### src/rtl/swt16_pkg.sv
// Shared definitions for the swt16 program loader: FSM encoding, checksum width
// and small helpers used by the loader datapath.
package swt16_pkg;

  // Loader FSM states, in frame order.
  typedef enum logic [2:0] {
    ST_IDLE    = 3'd0,
    ST_LEN_HI  = 3'd1,
    ST_LEN_LO  = 3'd2,
    ST_DATA_HI = 3'd3,
    ST_DATA_LO = 3'd4,
    ST_CSUM    = 3'd5,
    ST_DONE    = 3'd6,
    ST_ERROR   = 3'd7
  } loader_state_e;

  localparam int CSUM_WIDTH = 8;

  // Modulo-256 checksum accumulation.
  function automatic logic [CSUM_WIDTH-1:0] csum_add(input logic [CSUM_WIDTH-1:0] sum,
                                                     input logic [7:0] data);
    return sum + data;
  endfunction

  // States in which the loader takes stream bytes.
  function automatic logic state_accepts_byte(input loader_state_e s);
    logic acc;
    case (s)
      ST_LEN_HI, ST_LEN_LO, ST_DATA_HI, ST_DATA_LO, ST_CSUM: acc = 1'b1;
      default:                                              acc = 1'b0;
    endcase
    return acc;
  endfunction

  // States whose bytes count toward the running checksum (everything but CSUM).
  function automatic logic state_sums_byte(input loader_state_e s);
    logic acc;
    case (s)
      ST_LEN_HI, ST_LEN_LO, ST_DATA_HI, ST_DATA_LO: acc = 1'b1;
      default:                                      acc = 1'b0;
    endcase
    return acc;
  endfunction

endpackage

### src/rtl/swt16_pmem_loader_byte_to_word.sv
// Assembles a 16-bit word from a high byte and a low byte and emits a
// one-cycle registered word-valid pulse when the low byte arrives.
module byte_to_word (
  input  logic        clock,
  input  logic        reset,
  input  logic        hi_load,
  input  logic        lo_load,
  input  logic [7:0]  data,
  output logic [15:0] word,
  output logic        word_valid
);

  logic [7:0]  hi_r;
  logic [15:0] word_r;
  logic        valid_r;

  // Hold the high byte until its low partner shows up.
  always_ff @(posedge clock or negedge reset) begin
    if (!reset) begin
      hi_r <= 8'd0;
    end else if (hi_load) begin
      hi_r <= data;
    end else begin
      hi_r <= hi_r;
    end
  end

  // Register the completed word and pulse valid for exactly one cycle.
  always_ff @(posedge clock or negedge reset) begin
    if (!reset) begin
      word_r  <= 16'd0;
      valid_r <= 1'b0;
    end else if (lo_load) begin
      word_r  <= {hi_r, data};
      valid_r <= 1'b1;
    end else begin
      word_r  <= word_r;
      valid_r <= 1'b0;
    end
  end

  assign word       = word_r;
  assign word_valid = valid_r;

endmodule

### src/rtl/swt16_pmem_loader.sv
// Boot-time program loader: parses a length/data/checksum byte frame, writes
// the words into pmem and releases the core only after a verified frame.
module swt16_pmem_loader
  import swt16_pkg::*;
#(
  parameter int PMEM_ADDR_WIDTH = 12,
  parameter int PMEM_WORD_WIDTH = 16,
  parameter int PMEM_NUM_WORDS  = 2048,
  parameter int PC_INCREMENT    = 2,
  parameter int BASE_ADDR       = 0
) (
  input  logic                       clock,
  input  logic                       reset,
  input  logic                       in_start,
  input  logic                       in_byte_valid,
  input  logic [7:0]                 in_byte,
  output logic                       out_byte_ready,
  output logic                       out_pmem_write_en,
  output logic [PMEM_ADDR_WIDTH-1:0] out_pmem_addr,
  output logic [PMEM_WORD_WIDTH-1:0] out_pmem_word,
  output logic                       out_core_hold,
  output logic                       out_done,
  output logic                       out_error
);

  localparam logic [15:0] MAX_LEN = 16'(PMEM_NUM_WORDS);

  loader_state_e             state_r;
  loader_state_e             state_next_s;
  logic                      ready_r;
  logic                      hold_r;
  logic                      done_r;
  logic                      error_r;
  logic [7:0]                len_hi_r;
  logic [15:0]               len_r;
  logic [15:0]               idx_r;
  logic [CSUM_WIDTH-1:0]     sum_r;
  logic [PMEM_ADDR_WIDTH-1:0] addr_r;
  logic [15:0]               word_s;
  logic                      word_valid_s;
  logic                      transfer_s;
  logic [15:0]               len_s;
  logic                      last_word_s;
  logic                      entering_len_hi_s;
  logic [PMEM_ADDR_WIDTH-1:0] word_addr_s;

  // ready_r mirrors the current state, so a transfer is a plain valid & ready.
  assign transfer_s        = in_byte_valid & ready_r;
  assign len_s             = {len_hi_r, in_byte};
  assign last_word_s       = ((idx_r + 16'd1) == len_r);
  assign entering_len_hi_s = (state_next_s == ST_LEN_HI) && (state_r != ST_LEN_HI);
  assign word_addr_s       = PMEM_ADDR_WIDTH'(BASE_ADDR)
                           + PMEM_ADDR_WIDTH'(idx_r) * PMEM_ADDR_WIDTH'(PC_INCREMENT);

  // FSM state register.
  always_ff @(posedge clock or negedge reset) begin
    if (!reset) begin
      state_r <= ST_IDLE;
    end else begin
      state_r <= state_next_s;
    end
  end

  // Next-state decode; in_start is only honoured outside an active session.
  always_comb begin
    state_next_s = state_r;
    case (state_r)
      ST_IDLE: begin
        if (in_start) state_next_s = ST_LEN_HI;
        else          state_next_s = ST_IDLE;
      end
      ST_LEN_HI: begin
        if (transfer_s) state_next_s = ST_LEN_LO;
        else            state_next_s = ST_LEN_HI;
      end
      ST_LEN_LO: begin
        if (!transfer_s)           state_next_s = ST_LEN_LO;
        else if (len_s > MAX_LEN)  state_next_s = ST_ERROR;
        else if (len_s == 16'd0)   state_next_s = ST_CSUM;
        else                       state_next_s = ST_DATA_HI;
      end
      ST_DATA_HI: begin
        if (transfer_s) state_next_s = ST_DATA_LO;
        else            state_next_s = ST_DATA_HI;
      end
      ST_DATA_LO: begin
        if (!transfer_s)      state_next_s = ST_DATA_LO;
        else if (last_word_s) state_next_s = ST_CSUM;
        else                  state_next_s = ST_DATA_HI;
      end
      ST_CSUM: begin
        if (!transfer_s)           state_next_s = ST_CSUM;
        else if (in_byte == sum_r) state_next_s = ST_DONE;
        else                       state_next_s = ST_ERROR;
      end
      ST_DONE, ST_ERROR: begin
        if (in_start) state_next_s = ST_LEN_HI;
        else          state_next_s = state_r;
      end
      default: state_next_s = ST_IDLE;
    endcase
  end

  // Status outputs registered from the next state so they change with the state.
  always_ff @(posedge clock or negedge reset) begin
    if (!reset) begin
      ready_r <= 1'b0;
      hold_r  <= 1'b1;
      done_r  <= 1'b0;
      error_r <= 1'b0;
    end else begin
      ready_r <= state_accepts_byte(state_next_s);
      hold_r  <= (state_next_s != ST_DONE);
      done_r  <= (state_next_s == ST_DONE);
      error_r <= (state_next_s == ST_ERROR);
    end
  end

  // Running checksum: cleared when a session opens, summed over non-CSUM bytes.
  always_ff @(posedge clock or negedge reset) begin
    if (!reset) begin
      sum_r <= '0;
    end else if (entering_len_hi_s) begin
      sum_r <= '0;
    end else if (transfer_s && state_sums_byte(state_r)) begin
      sum_r <= csum_add(sum_r, in_byte);
    end else begin
      sum_r <= sum_r;
    end
  end

  // Frame length capture.
  always_ff @(posedge clock or negedge reset) begin
    if (!reset) begin
      len_hi_r <= 8'd0;
      len_r    <= 16'd0;
    end else if (transfer_s && (state_r == ST_LEN_HI)) begin
      len_hi_r <= in_byte;
      len_r    <= len_r;
    end else if (transfer_s && (state_r == ST_LEN_LO)) begin
      len_hi_r <= len_hi_r;
      len_r    <= len_s;
    end else begin
      len_hi_r <= len_hi_r;
      len_r    <= len_r;
    end
  end

  // Word index and write address; the address lines up with the word-valid pulse.
  always_ff @(posedge clock or negedge reset) begin
    if (!reset) begin
      idx_r  <= 16'd0;
      addr_r <= '0;
    end else if (entering_len_hi_s) begin
      idx_r  <= 16'd0;
      addr_r <= addr_r;
    end else if (transfer_s && (state_r == ST_DATA_LO)) begin
      idx_r  <= idx_r + 16'd1;
      addr_r <= word_addr_s;
    end else begin
      idx_r  <= idx_r;
      addr_r <= addr_r;
    end
  end

  byte_to_word u_byte_to_word (
    .clock      (clock),
    .reset      (reset),
    .hi_load    (transfer_s && (state_r == ST_DATA_HI)),
    .lo_load    (transfer_s && (state_r == ST_DATA_LO)),
    .data       (in_byte),
    .word       (word_s),
    .word_valid (word_valid_s)
  );

  assign out_byte_ready    = ready_r;
  assign out_pmem_write_en = word_valid_s;
  assign out_pmem_addr     = addr_r;
  assign out_pmem_word     = PMEM_WORD_WIDTH'(word_s);
  assign out_core_hold     = hold_r;
  assign out_done          = done_r;
  assign out_error         = error_r;

endmodule

### config.mk
export PLATFORM = sky130hd
export DESIGN_NAME = swt16_pmem_loader
export DESIGN_NICKNAME = d
export VERILOG_FILES = /design/src/rtl/swt16_pkg.sv /design/src/rtl/swt16_pmem_loader_byte_to_word.sv /design/src/rtl/swt16_pmem_loader.sv
export SDC_FILE = /design/constraint.sdc
export NUM_CORES = 1
export LEC_CHECK = 0
export BUFFER_PORTS_ARGS = -buffer_cell sky130_fd_sc_hd__buf_2
export CAP_MARGIN = 20
export CORE_ASPECT_RATIO = 1.4
export CORE_MARGIN = 2
export CORE_UTILIZATION = 33
export CTS_BUF_LIST = sky130_fd_sc_hd__clkbuf_4 sky130_fd_sc_hd__clkbuf_8 sky130_fd_sc_hd__clkbuf_16
export DETAILED_ROUTE_END_ITERATION = 7
export PLACE_DENSITY_LB_ADDON = 0.3
export SKIP_LAST_GASP = 1
export SYNTH_ARGS = -nofsm -noshare
export SYNTH_HDL_FRONTEND = slang
export SYNTH_SLANG_ARGS = --single-unit
### constraint.sdc
create_clock -name clock -period 3.1 [get_ports clock]
set_input_delay 0.155 -clock clock [delete_from_list [all_inputs] [get_ports clock]]
set_output_delay 0.155 -clock clock [all_outputs]
set_load 0.02 [all_outputs]
==> results.sh <==
export IMPL_status="finished clean"
export IMPL_clkLatencyLatePin_ns=0.35
export IMPL_root_buffer="clkbuf_16"
export IMPL_mostFrequentLayoutCells="nand2_1, dfrtp_1, buf_2, mux2_2, nor2_1"
export IMPL_start_util=0.334
export IMPL_first_pass_iters=4
export IMPL_p_total_uw=4850
export IMPL_die_area_um2=15500
export IMPL_setup_tns_ns=0
export IMPL_seq_area_um2=2280
export IMPL_post_cts_buffers=0
export IMPL_die_y_um=146
export IMPL_ioPinCount=45
export IMPL_routabilityCongestion=0.840
export IMPL_synth_cell_area_um2=4780
export IMPL_worstSetupEndpointType="register"
export IMPL_cp_arrival_ns=3.08
export IMPL_finalNonFillerCells=715
export IMPL_power_leakage_uw=0.00249
export IMPL_peakVddDrop_uv=361
export IMPL_synthCells=483
export IMPL_yosys_warnings=0
export IMPL_maxCapViolCount=0
export IMPL_antenna_found_initial=0
export IMPL_cts_tree="built"
export IMPL_drt_total_wl_um=11300
export IMPL_dp_hpwl_um=7950
export IMPL_io_buffers=43
export IMPL_num_antenna_cells=0
export IMPL_critPathKind="reg2reg"
export IMPL_fin_nets=542
export IMPL_grt_overflow_total=0
export IMPL_routed_via_density=5.09
export IMPL_grt_pass1_vias=3737
export IMPL_via_count=3642
export IMPL_area_delta_synth_final_pct=14.6
export IMPL_maxSlewHeadroom=0.408
export IMPL_row_count=52
export IMPL_drv_slew=0
export IMPL_synth_net_count=504
export IMPL_grt_usage=0.151
export IMPL_ys_types=60
export IMPL_synth_edff_count=0
export IMPL_cp_start_kind="register"
export IMPL_cts_buffers=9
export IMPL_yosysSeqAreaShare=0.476
export IMPL_clk_pin_slew_ns=0.07
export IMPL_drive_above_1_share=0.234
export IMPL_hold_class="in2reg"
export IMPL_grt_pass1_wl_um=18600
export IMPL_finalCritPeriodShare=0.908
export IMPL_setup_violations=0
export IMPL_fin_skew_ns=0.0112
export IMPL_rsz0062_at_grt="false"
export IMPL_cts_max_path_buffers=2
export IMPL_grt_start_max_net_pins=63
export IMPL_ys_flop_type="dfrtp_1"
export IMPL_syn_area_per_cell_um2=9.90
export IMPL_cts_max_level=3
export IMPL_period_needed_ns=2.82
export IMPL_async_flop_share=1.00
export IMPL_crit_fanout=14
export IMPL_tightest_slew_ns=0.884
export IMPL_cts_sinks=91
export IMPL_ys_seq_elements=91
export IMPL_antenna_left=0
export IMPL_cp_required_ns=3.37
export IMPL_final_common_cell="nand2_1"
export IMPL_place_inst=698
export IMPL_wire_per_inst_um=15.8
export IMPL_drc=0
export IMPL_multi_input_area_um2=2310
export IMPL_finalHoldViolations=0
export IMPL_design_core_area_um2=14300
export IMPL_die_w_um=106
export IMPL_max_freq_mhz=355
export IMPL_nFillCells=1475
export IMPL_powerDensity_nw_per_um2=884
export IMPL_drt_iter0_drc=124
critical path, cell delays in order, from the launching register on:
cell,delay (ns)
dfrtp_1,0.55
nand4_4,0.29
nor3_1,0.42
xnor2_1,0.15
or4_4,0.54
nor4_4,0.41
nor2_2,0.16
a22oi_2,0.20
through the flow:
step / cell area, µm² / utilization / setup slack [ns] / hold slack [ns]
2_1_floorplan: 4780 / - / 0.561 / -0.141
3_3_place_gp: 5150 / 0.360 / 0.217 / 0.301
3_5_place_dp: 5150 / 0.360 / 0.135 / 0.306
4_1_cts: 5480 / 0.383 / 0.125 / 0.0891
5_1_grt: 5480 / 0.383 / 0.0502 / 0.0934
6_report: 5480 / 0.383 / 0.284 / 0.0952
synth_stat cells (4+ instances only):
master,n,share of area
nand2_1,106,0.083
dfrtp_1,90,0.47
mux2_2,31,0.073
nor2_1,27,0.021
xnor2_1,26,0.048
o21ai_0,24,0.025
a21oi_1,21,0.022
clkbuf_1,15,0.012
nor3_1,10,0.010
nor4_1,9,0.012
ha_1,8,0.021
inv_1,8,0.0063
nand3_1,8,0.0084
buf_6,7,0.016
mux2i_1,7,0.015
nand2b_1,7,0.0092
a211oi_1,4,0.0063
buf_4,4,0.0063
nand4_1,4,0.0052
nor3b_1,4,0.0063
nor4_2,4,0.010
power by group:
group          switching, µW  internal, µW  leakage, µW
clock                    508           645     0.000151
combinational            971           803      0.00118
sequential               331          1590      0.00117
cell type report:
class                           instances  area share
Tap cell                              189      0.0431
Timing Repair Buffer                   55      0.0566
Inverter                                8     0.00548
Sequential cell                        91       0.415
Multi-Input combinational cell        356       0.422
Clock buffer                            9      0.0411
Clock inverter                          7      0.0167
logic make-up after synthesis:
family,synth area share
buf+inv,0.0429
flops,0.476
mux,0.0876
xor+xnor,0.0531
simple gates,0.205
fa+ha+maj,0.0251
other cells,0.000784
compound gates,0.109
final timing paths:
path                                              start  slack [ns]                                  to  cells after the start
setup / recovery                   idx_r[3]$_DFFE_PN0P_        0.28                sum_r[7]$_DFFE_PN0P_                      7
hold / removal                               in_byte[1]         0.1  u_byte_to_word.word[1]$_DFFE_PN0P_                      3
setup reg to reg                   idx_r[3]$_DFFE_PN0P_        0.28                sum_r[7]$_DFFE_PN0P_                      7
hold reg to reg            out_pmem_addr[6]$_DFFE_PN0P_        0.47        out_pmem_addr[6]$_DFFE_PN0P_                      2
max in group asynchronous                         reset        1.92             len_hi_r[5]$_DFFE_PN0P_                      3
min in group asynchronous                         reset        0.46               idx_r[12]$_DFFE_PN0P_                      2
timing repair:
action / 4_1_cts / 5_1_grt
gates resized for setup: 0 / 2
setup endpoints to repair: 0 / 11
hold buffers: 1 / 0
hold endpoints to repair: 59 / 0
layer usage:
metal | wire length (µm) | vias up | track usage
met4 | 303 | 0 | 0.0618
met2 | 5890 | 76 | 0.272
li1 | - | 1748 | -
met5 | 0 | - | 0
met1 | 4720 | 1794 | 0.173
met3 | 362 | 24 | 0.0313
sequential cells by signal, summed over array words and instances, names as in the netlist:
| register | flops |
|---|---|
| len_hi_r | 8 |
| out_error | 1 |
| u_byte_to_word.word_valid | 1 |
| out_byte_ready | 1 |
| state_r | 3 |
| len_r | 16 |
| sum_r | 8 |
| out_done | 1 |
| idx_r | 16 |
| out_pmem_addr | 11 |
| u_byte_to_word.word | 16 |
| out_core_hold | 1 |
| u_byte_to_word.hi_r | 8 |
(Power assumes the default switching activity.)
